**src/rtl/peb_pkg.sv**
```systemverilog
// peb_pkg: definitions shared by the PEB bus fabric.
//   - Wishbone router state encoding
//   - Wishbone address slot-field layout (address bit 0 is the MSB)
//   - data returned for invalid or timed-out Wishbone accesses
//   - multi_hot(): true when more than one bit of a select vector is set
package peb_pkg;

    typedef enum logic [1:0] {
        WB_IDLE = 2'd0,
        WB_BUSY = 2'd1,
        WB_ACK  = 2'd2
    } wb_state_e;

    localparam int SLOT_LSB = 3;   // first address bit of the slot index
    localparam int SLOT_W   = 4;   // width of the slot index
    localparam int REGION_W = 3;   // leading address bits that must be zero

    localparam logic [7:0] ERR_DATA = 8'hFF;

    // Clearing the lowest set bit leaves something only if two or more were set.
    function automatic logic multi_hot(input logic [15:0] v);
        return |(v & (v - 16'd1));
    endfunction

endpackage

```
**src/rtl/peb_bus_wb_router.sv**
```systemverilog
// peb_bus_wb_router: forwards one Wishbone transaction at a time to a card slot.
//   clk, reset        system clock, synchronous active-high reset
//   status_clear      clears wb_timeout_flag (wins over a same-cycle timeout)
//   wb_adr            Wishbone address bits [0:6] (region + slot index)
//   wb_stb_i/wb_cyc_i Wishbone strobe / cycle
//   wb_dat_o/wb_ack_o registered read data / single-cycle ack
//   slot_wb_stb       one-hot registered strobe to the selected slot
//   slot_wb_dat/ack   per-slot read data and ack
//   wb_timeout_flag   sticky: a transaction hit WB_TIMEOUT
module peb_bus_wb_router
    import peb_pkg::*;
#(
    parameter int SLOTS      = 4,
    parameter int WB_TIMEOUT = 255
) (
    input  logic                    clk,
    input  logic                    reset,
    input  logic                    status_clear,
    input  logic [0:SLOT_LSB+SLOT_W-1] wb_adr,
    input  logic                    wb_stb_i,
    input  logic                    wb_cyc_i,
    output logic [7:0]              wb_dat_o,
    output logic                    wb_ack_o,
    output logic [SLOTS-1:0]        slot_wb_stb,
    input  logic [8*SLOTS-1:0]      slot_wb_dat,
    input  logic [SLOTS-1:0]        slot_wb_ack,
    output logic                    wb_timeout_flag
);

    localparam int SW = (SLOTS > 1) ? $clog2(SLOTS) : 1;
    localparam int TW = (WB_TIMEOUT > 0) ? $clog2(WB_TIMEOUT + 1) : 1;
    localparam logic [4:0] SLOTS_V = 5'(SLOTS);

    wb_state_e       state;
    logic [SW-1:0]   slot_sel;
    logic [TW-1:0]   timer;

    logic [3:0]       adr_slot;
    logic             adr_valid;
    logic [SLOTS-1:0] adr_hot;
    logic             sel_ack;
    logic [7:0]       sel_dat;

    assign adr_slot  = wb_adr[SLOT_LSB +: SLOT_W];
    assign adr_valid = (wb_adr[0 +: REGION_W] == '0) && ({1'b0, adr_slot} < SLOTS_V);

    // Decode the incoming slot and mux the latched slot's ack/data; acks on
    // any other slot never reach the FSM.
    always_comb begin
        sel_ack = 1'b0;
        sel_dat = '0;
        adr_hot = '0;
        for (int s = 0; s < SLOTS; s++) begin
            if (SW'(s) == slot_sel) begin
                sel_ack = slot_wb_ack[s];
                sel_dat = slot_wb_dat[8*s +: 8];
            end
            if (5'(s) == {1'b0, adr_slot}) adr_hot[s] = 1'b1;
        end
    end

    always_ff @(posedge clk) begin
        if (reset) begin
            state           <= WB_IDLE;
            slot_sel        <= '0;
            timer           <= '0;
            wb_dat_o        <= '0;
            wb_ack_o        <= 1'b0;
            slot_wb_stb     <= '0;
            wb_timeout_flag <= 1'b0;
        end else begin
            wb_ack_o <= 1'b0;
            case (state)
                WB_IDLE: begin
                    if (wb_cyc_i && wb_stb_i) begin
                        if (!adr_valid) begin
                            wb_dat_o <= ERR_DATA;
                            wb_ack_o <= 1'b1;
                            state    <= WB_ACK;
                        end else begin
                            slot_sel    <= SW'(adr_slot);
                            timer       <= '0;
                            slot_wb_stb <= adr_hot;
                            state       <= WB_BUSY;
                        end
                    end
                end
                WB_BUSY: begin
                    if (sel_ack) begin
                        wb_dat_o    <= sel_dat;
                        wb_ack_o    <= 1'b1;
                        slot_wb_stb <= '0;
                        state       <= WB_ACK;
                    end else if (timer == TW'(WB_TIMEOUT)) begin
                        wb_dat_o        <= ERR_DATA;
                        wb_ack_o        <= 1'b1;
                        wb_timeout_flag <= 1'b1;
                        slot_wb_stb     <= '0;
                        state           <= WB_ACK;
                    end else if (!wb_cyc_i) begin
                        // master gave up: drop the strobe, no ack
                        slot_wb_stb <= '0;
                        state       <= WB_IDLE;
                    end else begin
                        timer <= timer + 1'b1;
                    end
                end
                WB_ACK:  state <= WB_IDLE;
                default: state <= WB_IDLE;
            endcase
            if (status_clear) wb_timeout_flag <= 1'b0;
        end
    end

endmodule

```
**src/rtl/peb_bus.sv**
```systemverilog
// peb_bus: N-slot expansion-box bus fabric.
//   CPU side : merges card read data (q), CRU input (cruin) and READY (ready),
//              counts multi-card drive conflicts, READY watchdog.
//   WB side  : slot decode + single-outstanding forwarding (peb_bus_wb_router).
//   Status   : conflict_count (saturating), wb_timeout_flag, ready_forced;
//              all three cleared by status_clear.
// Cards take wb_adr_i[7:22], wb_dat_i and wb_we_i directly off the shared bus.
module peb_bus
    import peb_pkg::*;
#(
    parameter int SLOTS         = 4,
    parameter int WB_TIMEOUT    = 255,
    parameter int READY_TIMEOUT = 1023
) (
    input  logic               clk,
    input  logic               reset,
    input  logic               cpu_clk_en,
    input  logic               memen,
    input  logic               dbin,
    input  logic [8*SLOTS-1:0] slot_q,
    input  logic [SLOTS-1:0]   slot_q_select,
    input  logic [SLOTS-1:0]   slot_cruin,
    input  logic [SLOTS-1:0]   slot_cru_select,
    input  logic [SLOTS-1:0]   slot_ready,
    output logic [7:0]         q,
    output logic               cruin,
    output logic               ready,
    input  logic [0:22]        wb_adr_i,
    input  logic [7:0]         wb_dat_i,
    output logic [7:0]         wb_dat_o,
    input  logic               wb_we_i,
    input  logic               wb_stb_i,
    input  logic               wb_cyc_i,
    output logic               wb_ack_o,
    output logic [SLOTS-1:0]   slot_wb_stb,
    input  logic [8*SLOTS-1:0] slot_wb_dat,
    input  logic [SLOTS-1:0]   slot_wb_ack,
    output logic [7:0]         conflict_count,
    output logic               wb_timeout_flag,
    output logic               ready_forced,
    input  logic               status_clear
);

    localparam int RW = (READY_TIMEOUT > 0) ? $clog2(READY_TIMEOUT + 1) : 1;

    logic          all_ready;
    logic          force_active;
    logic [RW-1:0] rdy_cnt;
    logic          conflict;
    logic          wd_fire;
    logic          unused_passthru;

    assign unused_passthru = ^{wb_adr_i[7:22], wb_dat_i, wb_we_i};

    always_comb begin
        q     = '0;
        cruin = 1'b0;
        for (int s = 0; s < SLOTS; s++) begin
            if (slot_q_select[s])   q     = q | slot_q[8*s +: 8];
            if (slot_cru_select[s]) cruin = cruin | slot_cruin[s];
        end
    end

    assign all_ready = &slot_ready;
    assign ready     = all_ready | force_active;

    assign conflict = (memen && dbin && multi_hot(16'(slot_q_select))) ||
                      multi_hot(16'(slot_cru_select));

    // The tick that takes the counter to READY_TIMEOUT is the one that fires.
    assign wd_fire = cpu_clk_en && !all_ready && (rdy_cnt == RW'(READY_TIMEOUT - 1));

    always_ff @(posedge clk) begin
        if (reset) begin
            rdy_cnt        <= '0;
            force_active   <= 1'b0;
            ready_forced   <= 1'b0;
            conflict_count <= '0;
        end else begin
            if (all_ready)
                rdy_cnt <= '0;
            else if (cpu_clk_en && rdy_cnt != RW'(READY_TIMEOUT))
                rdy_cnt <= rdy_cnt + 1'b1;

            if (all_ready || !memen) force_active <= 1'b0;
            else if (wd_fire)        force_active <= 1'b1;

            if (wd_fire) ready_forced <= 1'b1;

            if (conflict && conflict_count != 8'hFF)
                conflict_count <= conflict_count + 8'd1;

            if (status_clear) begin
                ready_forced   <= 1'b0;
                conflict_count <= '0;
            end
        end
    end

    peb_bus_wb_router #(
        .SLOTS      (SLOTS),
        .WB_TIMEOUT (WB_TIMEOUT)
    ) u_router (
        .clk             (clk),
        .reset           (reset),
        .status_clear    (status_clear),
        .wb_adr          (wb_adr_i[0:SLOT_LSB+SLOT_W-1]),
        .wb_stb_i        (wb_stb_i),
        .wb_cyc_i        (wb_cyc_i),
        .wb_dat_o        (wb_dat_o),
        .wb_ack_o        (wb_ack_o),
        .slot_wb_stb     (slot_wb_stb),
        .slot_wb_dat     (slot_wb_dat),
        .slot_wb_ack     (slot_wb_ack),
        .wb_timeout_flag (wb_timeout_flag)
    );

endmodule

```
**config.mk**
```make
export PLATFORM = sky130hd
export DESIGN_NAME = peb_bus
export DESIGN_NICKNAME = d
export VERILOG_FILES = /design/src/rtl/peb_pkg.sv /design/src/rtl/peb_bus_wb_router.sv /design/src/rtl/peb_bus.sv
export SDC_FILE = /design/constraint.sdc
export NUM_CORES = 1
export LEC_CHECK = 0
export BUFFER_PORTS_ARGS = -buffer_cell sky130_fd_sc_hd__buf_4
export CORE_MARGIN = 2
export CORE_UTILIZATION = 43
export CTS_BUF_LIST = sky130_fd_sc_hd__clkbuf_8 sky130_fd_sc_hd__clkbuf_16
export DETAILED_ROUTE_END_ITERATION = 8
export GPL_TIMING_DRIVEN = 0
export PLACE_DENSITY = 0.81
export SYNTH_ARGS = -nofsm -noshare
export SYNTH_HDL_FRONTEND = slang
export SYNTH_SLANG_ARGS = --single-unit
```
**constraint.sdc**
```tcl
create_clock -name clk -period 2.7 [get_ports clk]
set_input_delay 0.27 -clock clk [delete_from_list [all_inputs] [get_ports clk]]
set_output_delay 0.27 -clock clk [all_outputs]
set_load 0.01 [all_outputs]
```
# After elaboration in Yosys (flattened, before gate mapping)
# Index checks and enable logic that the tools add are counted.
[totals]
output_inout_bits = 33
regBits = 46
mem_bits_rw = 0
mem_count = 0
in_bits = 124
romBits = 0
latch_bits = 0
[op_classes]
mul = 0
order_cmp = 1
n_eq_ne = 19
div_mod_pow = 0
muxes = 48
add_sub_neg = 5
shift = 0
bitwise_logic = 10
reduce_logical = 29
[ops]
columns = ["operator", "count"]
rows = [
  ["8-bit 2-to-1 mux", 17],
  ["4-bit by 16-bit AND with 16-bit output", 2],
  ["8-bit one-hot mux with 2 select lines", 2],
  ["16-bit OR reduction", 2],
  ["8-bit OR", 3],
  ["4-bit 2-to-1 mux", 5],
  ["8-bit by 1-bit adder with 8-bit output (second input constant)", 2],
  ["1-bit 2-to-1 mux", 16],
  ["4-bit AND reduction", 3],
  ["10-bit by 1-bit adder with 10-bit output (second input constant)", 1],
  ["10-bit equality test (second input constant)", 1],
  ["2-bit 2-to-1 mux", 5],
  ["10-bit != test (second input constant)", 1],
  ["4-bit by 1-bit subtractor with 5-bit output (second input constant)", 2],
  ["2-bit by 4-bit equality test with 1-bit output (first input constant)", 2],
  ["8-bit equality test (second input constant)", 1],
  ["1-bit logical AND", 8],
  ["2-bit != test (second input constant)", 4],
  ["8-bit != test (second input constant)", 1],
  ["4-bit one-hot mux with 2 select lines", 1],
  ["3-bit AND reduction", 2],
  ["6-bit AND reduction", 1],
  ["2-bit OR reduction", 3],
  ["1-bit by 4-bit equality test with 1-bit output (first input constant)", 1],
  ["18 further kinds", 26],
]

# Depth between registers and ports, before layout
# Gate-level depths: netlist of run 1.
[logic_depth]
depth_word = 7
depth_mapped = 7
depth_no_buf = 6

# By module
# From an unflattened synthesis of run 1, not the netlist that was laid out.
[unflattened]
cells_unflattened = 274
area_unflattened_um2 = 2597.5
[by_module_without_submodules]
columns = ["module", "cells_per_inst", "area_per_inst_um2", "seq_area_each_um2", "n_inst"]
rows = [
  ["peb_bus_wb_router", 132, 1325.0, 520.5, 1],
  ["peb_bus", 142, 1272.5, 400.4, 1],
]

# Worst setup path before layout of run 1
# Ideal clock, no wire load.
[synth_path]
path_type = "flip-flop to flip-flop"
from = "reg u_router.slot_sel[0]"
to = "reg u_router.timer[7]"
stages_incl_launch_ff = 8
arrival_time_ps = 1903
required_time_ps = 2579
path_slack_ps = 676
path_buffers = 2
synth_period_minus_slack_ps = 2024
cell_sequence = "dfxtp_1 -> buf_6 -> mux4_2 -> a2111o_1 -> buf_6 -> nor3_4 -> xnor2_1 -> nor2_1"
[synth_between]
elab_chain_len = 7
[synth_lines]
columns = ["element", "line", "source"]
rows = [
  ["from (decl)", "peb_bus_wb_router.sv:35", "logic [SW-1:0] slot_sel;"],
  ["from (signal assigned)", "peb_bus_wb_router.sv:81", "slot_sel <= SW'(adr_slot);"],
  ["2-bit logical NOT", "peb_bus_wb_router.sv:54", "if (SW'(s) == slot_sel) begin"],
  ["1-bit 2-to-1 mux (3 in a row)", "peb_bus_wb_router.sv:54", ""],
  ["1-bit 2-to-1 mux (*)", "peb_bus_wb_router.sv:54", ""],
  ["2-bit != test (no source line) (*)", "--", ""],
  ["6-bit AND reduction (no source line) (*)", "--", ""],
  ["to (signal assigned)", "peb_bus_wb_router.sv:105", "timer <= timer + 1'b1;"],
  ["to (decl)", "peb_bus_wb_router.sv:36", "logic [TW-1:0] timer;"],
]
# Mark *: on every way between the ends. The rest lies on a longest branch, timed or not.
# A chain may end at the register's enable or synchronous reset.

# Final worst setup path of run 1
[layout_path]
from = "reg u_router.slot_sel[1]"
to = "reg u_router.timer[7]"
# Same word-level chain as after synthesis.

==> summary.txt, run 1 <==
Global route
  – Antenna violations before repair: 0
  – Largest net degree at the start of global routing: 15
  – First-pass GRT wire length: 10590 microns
  – Total GRT Usage: 20.59%
  – GRT overflow: 0
  – Number of global-route vias before repair: roughly 2400

Die
  – Chip Height: 79.89 microns
  – Die area: 6382 sq um
  – Area of the core: 5540 sq um
  – Num ports: between 150 and 200
  – Initial Util: 44.69%
  – Site row count: 27
  – Die width: approximately 80 microns

Synthesis
  – #FFs+latches synth: 46
  – Ranking of synthesized cells by area: dfxtp_1, nor2_1, mux4_1, a22oi_1, nand2_1
  – Post-synthesis area per instance: 8.875 sq um
  – Yosys warns: 0
  – Top_reg_cell synth: dfxtp_1
  – Synth area leader: dfxtp_1
  – Post-synth EDFFs: 0
  – Synth Cell Area: approximately 2500 sq um
  – Synth async-reset ratio: 0%
  – Yosys top cell area share: 37.19%
  – Sequential fraction of the synthesis area: 37.19%
  – Post-synth cell types: 46
  – Synthesized net count: a little over 400
  – Synth Instances: 279

Timing
  – Final worst setup slack: 0.4103 ns
  – Slew HR: 43.01%
  – Final setup fails: 0
  – Hold Fails Final Rpt: 0
  – Minimum clock period: 2.290 ns
  – Period utilization: 84.80%
  – Least-Margin Pin Slew: 0.8549 ns
  – Max-slew violation count: 0
  – Setup Skew: ~0.0049 ns
  – RSZ-0062 raised after global routing: no
  – Fmax: 0.4367 GHz
  – Setup TNS: 0 ns

CTS
  – CTS sink cnt: 46
  – CTS root buf: clkbuf_8
  – Postcts setup bufs: 0
  – CTS clk-pin slew, worst paths: 0.09 ns
  – Resized Gates After CTS: 0
  – H-tree depth: 2
  – Worst-Skew Late Latency: 0.30 ns
  – CTS tree: built
  – TritonCTS buffer count: 5
  – # hold bufs at CTS: 0
  – Max clock buf depth: 2

Worst setup path
  – Worst-path cell chain: clkbuf_1 -> mux4_2 -> a2111o_1 -> buf_6 -> nor3_4 -> xnor2_1 -> nor2_1
  – Capturing element type of the critical path: flop
  – CP delay by family, top: buffers and inverters
  – CP arrival: 2.48 ns
  – Setup CP Type: reg -> reg
  – R2R Path End: u_router.timer[7]
  – Crit-path max cell delay: 0.49 ns
  – Worst R2R Path Depth: 7
  – CP bufs+invs: 2
  – R2r startpoint: u_router.slot_sel[1]
  – R2R Setup Slk: 0.41 ns
  – Crit-path max FO: 10
  – Critical-path top delay cell: a2111o_1
  – Worst Setup Start Kind: flop
  – Req. time, crit path: about 2.9 ns
  – Crit. Startpoint: u_router.slot_sel[1]

Finish
  – Most frequent cells in the layout: buf_4, dfxtp_1, nor2_1
  – Final antenna diode count: 0
  – Ratio of cells with drive above 1 in the final layout: roughly a third
  – Nets: between 500 and 600
  – Fill cells: 461
  – Reg area: 920.9 sq um
  – Area growth, synth to finish: 46.59%
  – Fin util: 65.51%
  – Multi-input combinational cell area: 1473 sq um
  – Commonest non-fill, non-tap cell in the layout: buf_4
  – Post-Layout Inst Area: about 3600 sq um

Hold path
  – Min-delay src: wb_adr_i[6]
  – Hold depth: 2
  – Tightest Hold Check Type: in -> reg
  – Hold worst-path end: u_router.slot_wb_stb[1]

Route
  – Average wire per standard cell: 14.13 microns
  – DRT antenna net count: 0
  – Final Routed Wirelength: 6868 microns
  – DRT iter0 DRCs: 119
  – DRC viols: 0
  – Pre-antenna DRT Iters: 4
  – Via density: 5.479
  – Via count: 2663

Power and ir drop
  – LEAKAGE: ~1.6 nW
  – PD cells: 408.1 nW/um^2
  – Peak supply drop: between 200 and 250 uV

Place
  – RD Place Congestion: around 0.85
  – Detail Placement HPWL: 5347 microns
  – Port Buffers: 127
  – Area after DPL: 3520 sq um
  – Pre-CTS setup slack: 0.4224 ns

Outcome
  – Status: complete, no violations

Flow run
  – Max-cap violation count: 0
## metrics by stage
| step | instances | power (mW) | hold slack (ns) |
|---|---|---|---|
| after detailed placement | 478 | 0.9845 | 0.4677 |
| after global placement | 478 | 0.9766 | 0.4611 |
| after global routing | 486 | 1.541 | 0.2022 |
| after CTS | 486 | 1.487 | 0.1942 |
| final | 486 | 1.481 | 0.1991 |
| after floorplan | 279 | 0.8206 | 0.3957 |
## cells in the mapped netlist (5+ instances only)
master,n
xnor2_1,8
nand3_1,7
and3_1,5
a211oi_1,6
inv_1,6
nand4_1,6
a21oi_1,13
or3_1,7
nand2_1,20
dfxtp_1,46
clkbuf_1,9
a22oi_1,18
nand2b_1,5
o21ai_0,8
nor3_1,13
mux4_1,6
nor2_1,43
## cells by family after synthesis
logic type	share of synthesized area [%]
buffers and inverters	3.335
AOI/OAI and AO/OA	17.23
xor gates and xnor gates	4.245
muxes	9.500
DFF	37.19
and+or+nand+nor	26.07
adders and majority gates	2.426
## power by group
part | total (mW) | internal, mW | switching [mW]
combinational | 0.262 | 0.159 | 0.102
clock | 0.513 | 0.273 | 0.240
sequential | 0.707 | 0.693 | 0.0134
total | 1.48 | 1.13 | 0.356
## worst max path at each step
stage,cells after the start,endpoint
finish,7,u_router.timer[7]
global route,7,u_router.timer[6]
CTS,7,u_router.timer[7]
detailed placement,7,u_router.timer[7]
global placement,7,u_router.timer[7]
floorplan,7,u_router.timer[7]
## per-layer routing
metal / share of wire (%) / up-vias / global-route usage, %
met1: 41 / 1261 / 25.04
met4: 1.8 / 0 / 7.797
met3: 4.6 / 12 / 2.828
met2: 53 / 81 / 36.58
li1: - / 1309 / -
met5: 0 / - / 0
## registers in the layout, indices dropped and copies added (netlist names), 2 cells and up
name	flops
conflict_count	8
rdy_cnt	10
u_router.slot_sel	2
u_router.slot_wb_stb	4
u_router.state	2
u_router.timer	8
u_router.wb_dat_o	8
## cell type report
class                           instances  area share [%]
Clock inverter                          3           1.138
Inverter                                6          0.6205
Sequential cell                        46           25.37
Timing Repair Buffer                  127           26.27
Multi-Input combinational cell        215           40.57
Clock buffer                            5           1.896
Buffer                                 12           1.655
Tap cell                               72           2.482
Note: power is estimated with default switching activity, not from simulation.
==> inputs of run 2 (changes only) <==
- CORE_UTILIZATION: 43 -> 39
- PLACE_DENSITY: 0.81 -> 0.77
- clock period: 2.7 -> 1.9 ns (I/O delays scaled with it)
==> run 2 against run 1 <==
Final cell count grew 1.2%. Routed wire length shrank 1.7%. Die area grew 9.7%. The run now ends with negative setup slack left. Non-clock buffer count grew 2. Clock skew grew 0.0024 ns. Via count shrank 3.1%. Sequential power grew 41%. Power grew 31%. Flip-flop and latch count is the same. Count of clock-buffer cells in the layout is the same. Worst setup slack lost 0.43 ns. Largest cell class unchanged.
==> summary.txt, run 2 (synthesis gave the netlist of run 1 again) <==
Power and ir drop
  – Sw Pwr: 0.4830 mW
  – Sw Share: about a quarter
  – LEAKAGE: 1.575 nW
  – Overall power: ~1.9 mW
  – Clock power share: 29.1%
  – Peak supply drop: around 340 uV
  – Sequential power share: 51.6%
  – Logic pwr share: slightly below 20%
  – PD cells: 532.8 nW/um^2
  – Internal power: 1.461 mW

CTS
  – CTS clk-pin slew, worst paths: 0.08 ns
  – Max clock buf depth: 2
  – H-tree depth: 2
  – CTS tree: built
  – # hold bufs at CTS: 0
  – CTS sink cnt: 46
  – CTS root buf: clkbuf_8
  – Worst-Skew Late Latency: 0.30 ns
  – TritonCTS buffer count: 5

Route
  – DRT antenna net count: 0
  – Via count: 2581
  – DRC viols: 0
  – Final Routed Wirelength: roughly 6800 microns
  – Via density: roughly 5.2
  – DRT iter0 DRCs: 94
  – Pre-antenna DRT Iters: 5
  – Average wire per standard cell: 13.72 microns

Global route
  – First-pass GRT wire length: 10960 microns
  – Largest net degree at the start of global routing: 14
  – Total GRT Usage: 18.66%
  – Antenna violations before repair: 0
  – GRT overflow: 0
  – Number of global-route vias before repair: 2417

Worst setup path
  – Worst Setup Start Kind: flop
  – Critical-path top delay cell: mux4_2
  – Worst R2R Path Depth: 6
  – CP arrival: 2.12 ns
  – R2R Path End: u_router.timer[6]
  – R2R Setup Slk: -0.02 ns
  – Setup CP Type: reg -> reg
  – Capturing element type of the critical path: flop
  – R2r startpoint: u_router.slot_sel[0]
  – Req. time, crit path: 2.09 ns
  – Crit-path max FO: 5
  – Worst-path cell chain: mux4_2 -> a2111o_1 -> buf_6 -> nor3_4 -> xnor2_1 -> nor2_1
  – Crit-path max cell delay: 0.53 ns

Flow run
  – Max-cap violation count: 0

Timing
  – Slew HR: 67.56%
  – Least-Margin Pin Slew: just under 0.5 ns
  – Minimum clock period: 1.924 ns
  – Fmax: 0.5197 GHz
  – Final worst setup slack: -0.02400 ns
  – Period utilization: 101.3%
  – Hold Fails Final Rpt: 0
  – RSZ-0062 raised after global routing: yes
  – Max-slew violation count: 0
  – Setup TNS: -0.04454 ns
  – Setup Skew: 0.007324 ns
  – Final setup fails: 2

Finish
  – Most frequent cells in the layout: buf_4, nor2_1, dfxtp_1
  – Ratio of cells with drive above 1 in the final layout: 36.87%
  – Multi-input combinational cell area: 1501 sq um
  – Area growth, synth to finish: 47.40%
  – Reg area: 924.6 sq um
  – Commonest non-fill, non-tap cell in the layout: buf_4
  – Final antenna diode count: 0
  – Largest Register: rdy_cnt
  – Max reg flops: 10
  – Nets: 543
  – Fill cells: 565

Hold path
  – Min-delay src: wb_adr_i[6]
  – Hold worst-path end: u_router.slot_wb_stb[1]
  – Tightest Hold Check Type: in -> reg
  – Hold depth: 2

Outcome
  – Status: complete, but fails checks
  – Failing checks: negative setup slack

Die
  – Initial Util: 39.68%
  – Die area: 7002 sq um
  – Num ports: 157
  – Area of the core: around 6200 sq um
  – Die width: 83.68 microns
  – Chip Height: roughly 84 microns
  – Site row count: 29

Place
  – Port Buffers: between 100 and 150
  – Detail Placement HPWL: 5196 microns
  – RD Place Congestion: 0.7447
## run 2: cell types whose count changed in the layout (fill, tap and decap cells not counted), moves of 2 or more
cell	previous run	this run
dfxtp_1	46	43
buf_4	127	130
clkinv_2	0	2
dfxtp_2	0	3
## run 2: how the worst max path moves through the flow
stage / startpoint / end / cells after the start
6_report: u_router.slot_sel[0] / u_router.timer[6] / 6
2_1_floorplan: u_router.slot_sel[0] / u_router.timer[7] / 7
4_1_cts: u_router.slot_sel[0] / u_router.timer[7] / 7
5_1_grt: u_router.slot_sel[0] / u_router.timer[6] / 6
3_3_place_gp: u_router.slot_sel[1] / u_router.timer[7] / 7
3_5_place_dp: u_router.slot_sel[1] / u_router.timer[7] / 7
## run 2: stage by stage
step	hold slack (ns)	area [sq um]	util (%)	std cells	setup slack [ns]
6_report	0.1093	3650	58.48	492	-0.02400
5_1_grt	0.1187	3650	58.48	492	-0.1181
4_1_cts	0.1055	3623	58.06	492	-0.1422
3_5_place_dp	0.4308	3526	56.50	483	-0.2909
3_3_place_gp	0.4224	3526	56.50	483	-0.2440
2_1_floorplan	0.3157	2476	-	279	-0.02451
## run 2: critical path: cells and delay by family (launching register included)
kind,cells,cell delay (ns)
multiplexers,1,0.53
AO/OA/AOI/OAI,1,0.38
flip-flops,1,0.37
AND/OR/NAND/NOR,2,0.24
buffers and inverters,1,0.17
XOR/XNOR,1,0.13
## run 2: power by group through the flow
stage / logic [mW] / clock network, mW / registers [mW]
after floorplan: 0.136 / 0 / 1.03
after global placement: 0.367 / 0 / 1.02
after detailed placement: 0.373 / 0 / 1.02
after CTS: 0.376 / 0.577 / 1.00
after global routing: 0.410 / 0.625 / 1.01
final: 0.377 / 0.565 / 1.00
## run 2: area by class of cell
| type | instances | share of cell area, % |
|---|---|---|
| clock inverter | 2 | 0.2743 |
| sequential | 46 | 25.33 |
| buffer | 10 | 1.234 |
| clock buffer | 5 | 1.885 |
| multi-input combinational | 215 | 41.14 |
| inverter | 6 | 0.6171 |
| tap | 77 | 2.640 |
| timing repair buffer | 131 | 26.88 |
## run 2: timing repair
item | in CTS | in global routing
setup endpoints to repair | 23 | 22
cloned | 1 | 0
buffers inserted | 2 | 1
endpoints found under the hold margin | 0 | 0
pin swaps | 3 | 6
resized for setup | 2 | 6
## run 2: routing by layer
metal / share of wire (%) / global-route usage [%] / vias to the layer above
li1: - / - / 1311
met1: 44 / 23.67 / 1191
met2: 50 / 30.91 / 69
met3: 4.3 / 4.451 / 10
met4: 1.7 / 6.745 / 0
met5: 0 / 0 / -
==> inputs of run 3 (changes only) <==
- clock period: 1.9 -> 1.75 ns (I/O delays scaled with it)
==> run 3 against run 2 <==
The run still ends with negative setup slack left. Worst hold slack got worse by 0.0077 ns. Via count increased by 3.4%. Final cell count increased by 1.0%. Critical endpoint is now u_router.timer[2]. Critical path type unchanged. Sequential share of layout area decreased by 0.90 points. Die area unchanged. Worst setup slack got worse by 0.16 ns. Combinational power increased by 12%. Design area increased by 3.7%. Routed wire length increased by 9.8%.
==> summary.txt, run 3 (synthesis gave the netlist of run 1 again) <==
Power and ir drop
  – LEAKAGE: 1.623 nW
  – Overall power: 2.301 mW
  – Peak supply drop: ~420 uV
  – Sw Pwr: 0.5564 mW
  – Logic pwr share: between 15 and 20%
  – Sw Share: roughly a quarter
  – Sequential power share: a little under half
  – PD cells: 608.0 nW/um^2
  – Clock power share: 34.2%
  – Internal power: ~1.7 mW

CTS
  – TritonCTS buffer count: 5
  – CTS sink cnt: 46
  – CTS root buf: clkbuf_8
  – Max clock buf depth: 2
  – CTS tree: built
  – H-tree depth: 2
  – CTS clk-pin slew, worst paths: about 0.090 ns
  – Worst-Skew Late Latency: 0.30 ns

Timing
  – Period utilization: 110.7%
  – Final worst setup slack: -0.1865 ns
  – Setup TNS: -1.314 ns
  – Setup Skew: slightly below 0.003 ns
  – RSZ-0062 raised after global routing: yes
  – Minimum clock period: 1.936 ns
  – Slew HR: between 60% and 70%
  – Worst hold margin: 0.1016 ns
  – Max-slew violation count: 0
  – Fmax: 0.5164 GHz
  – Final setup fails: 22
  – Least-Margin Pin Slew: 0.4709 ns
  – Hold Fails Final Rpt: 0

Place
  – Placed Cells: between 400 and 500
  – RD Place Congestion: about 0.79
  – Port Buffers: 127
  – Pre-CTS setup slack: -0.4376 ns
  – Area after DPL: 3535 sq um
  – Detail Placement HPWL: 5536 microns

Route
  – DRC viols: 0
  – Pre-antenna DRT Iters: 4
  – DRT antenna net count: 0
  – Average wire per standard cell: 14.91 microns
  – Final Routed Wirelength: 7410 microns
  – Via count: 2668
  – DRT iter0 DRCs: 142
  – Via density: about 5.4

Finish
  – Ratio of cells with drive above 1 in the final layout: 39.52%
  – Largest Register: rdy_cnt
  – Most frequent cells in the layout: buf_4, dfxtp_1, nor2_1
  – Post-Layout Inst Area: 3785 sq um
  – Area growth, synth to finish: 52.85%
  – Fin util: 60.65%
  – Non-Filler Instances: 497
  – Commonest non-fill, non-tap cell in the layout: buf_4
  – Nets: ~550
  – Max reg flops: 10
  – Final antenna diode count: 0

Global route
  – First-pass GRT wire length: 12090 microns
  – Largest net degree at the start of global routing: 15
  – Antenna violations before repair: 0
  – Total GRT Usage: 20.69%
  – GRT overflow: 0
  – Number of global-route vias before repair: between 2000 and 3000

Outcome
  – Failing checks: negative setup slack
  – Status: complete, but fails checks

Worst setup path
  – Crit. Startpoint: u_router.slot_sel[0]
  – Req. time, crit path: 1.94 ns
  – CP arrival: around 2.1 ns
  – Worst Setup Start Kind: flop
  – Worst R2R Path Depth: 7
  – Capturing element type of the critical path: flop
  – Crit-path max FO: 7
  – R2R Setup Slk: -0.19 ns
  – Setup CP Type: reg -> reg
  – R2r startpoint: u_router.slot_sel[0]
  – R2R Path End: u_router.timer[2]

Die
  – Die area: 7002 sq um
  – Site row count: 29
  – Initial Util: 39.68%
  – Num ports: 157
  – Die width: roughly 84 microns
  – Chip Height: 83.68 microns
  – Area of the core: 6241 sq um

Hold path
  – Tightest Hold Check Type: in -> reg
  – Hold worst-path end: u_router.slot_wb_stb[1]
  – Hold depth: 2
  – Min-delay src: wb_adr_i[6]

Flow run
  – Max-cap violation count: 0
[run 3: power by group through the flow]
stage	Clock, mW	Combinational [mW]	Sequential [mW]
6_report	0.788	0.423	1.09
5_1_grt	0.837	0.460	1.09
4_1_cts	0.807	0.418	1.09
3_5_place_dp	0	0.409	1.11
3_3_place_gp	0	0.398	1.11
2_1_floorplan	0	0.147	1.12
[run 3: cell type report]
class                   instances  area [sq um]
fillers                       553          2456
multi-input cells             215          1564
repair buffers                135          1021
flip-flops and latches         46         924.6
well taps                      77         96.34
clock buffers                   5         68.82
plain buffers                  10         46.29
clock inverters                 3         41.29
inverters                       6         22.52
[run 3: worst max-delay path: stages (launching register included)]
cell	delay, ns
dfxtp_2	0.37
mux4_2	0.53
a2111o_1	0.37
buf_6	0.17
buf_6	0.12
nor2_4	0.12
xnor2_2	0.12
nor2_1	0.05
[run 3: timing repair]
item,CTS,global route
setup endpoints to repair,25,34
hold buffers,0,0
pin swaps,3,9
resized for setup,7,16
setup buffers,5,3
[run 3: how the worst max path moves through the flow]
stage               cells past startpoint           endpoint
floorplan                               7  u_router.timer[7]
global placement                        7  u_router.timer[7]
detailed placement                      7  u_router.timer[7]
CTS                                     7  u_router.timer[7]
global route                            7  u_router.timer[2]
finish                                  7  u_router.timer[2]
[run 3: metal layers]
layer  up-vias  global-route usage, %  wire [microns]
met3        16                  2.967             279
met2        77                  36.95            3914
li1       1316                      -               -
met1      1259                  25.26            3065
met5         -                      0               0
met4         0                  7.331             150
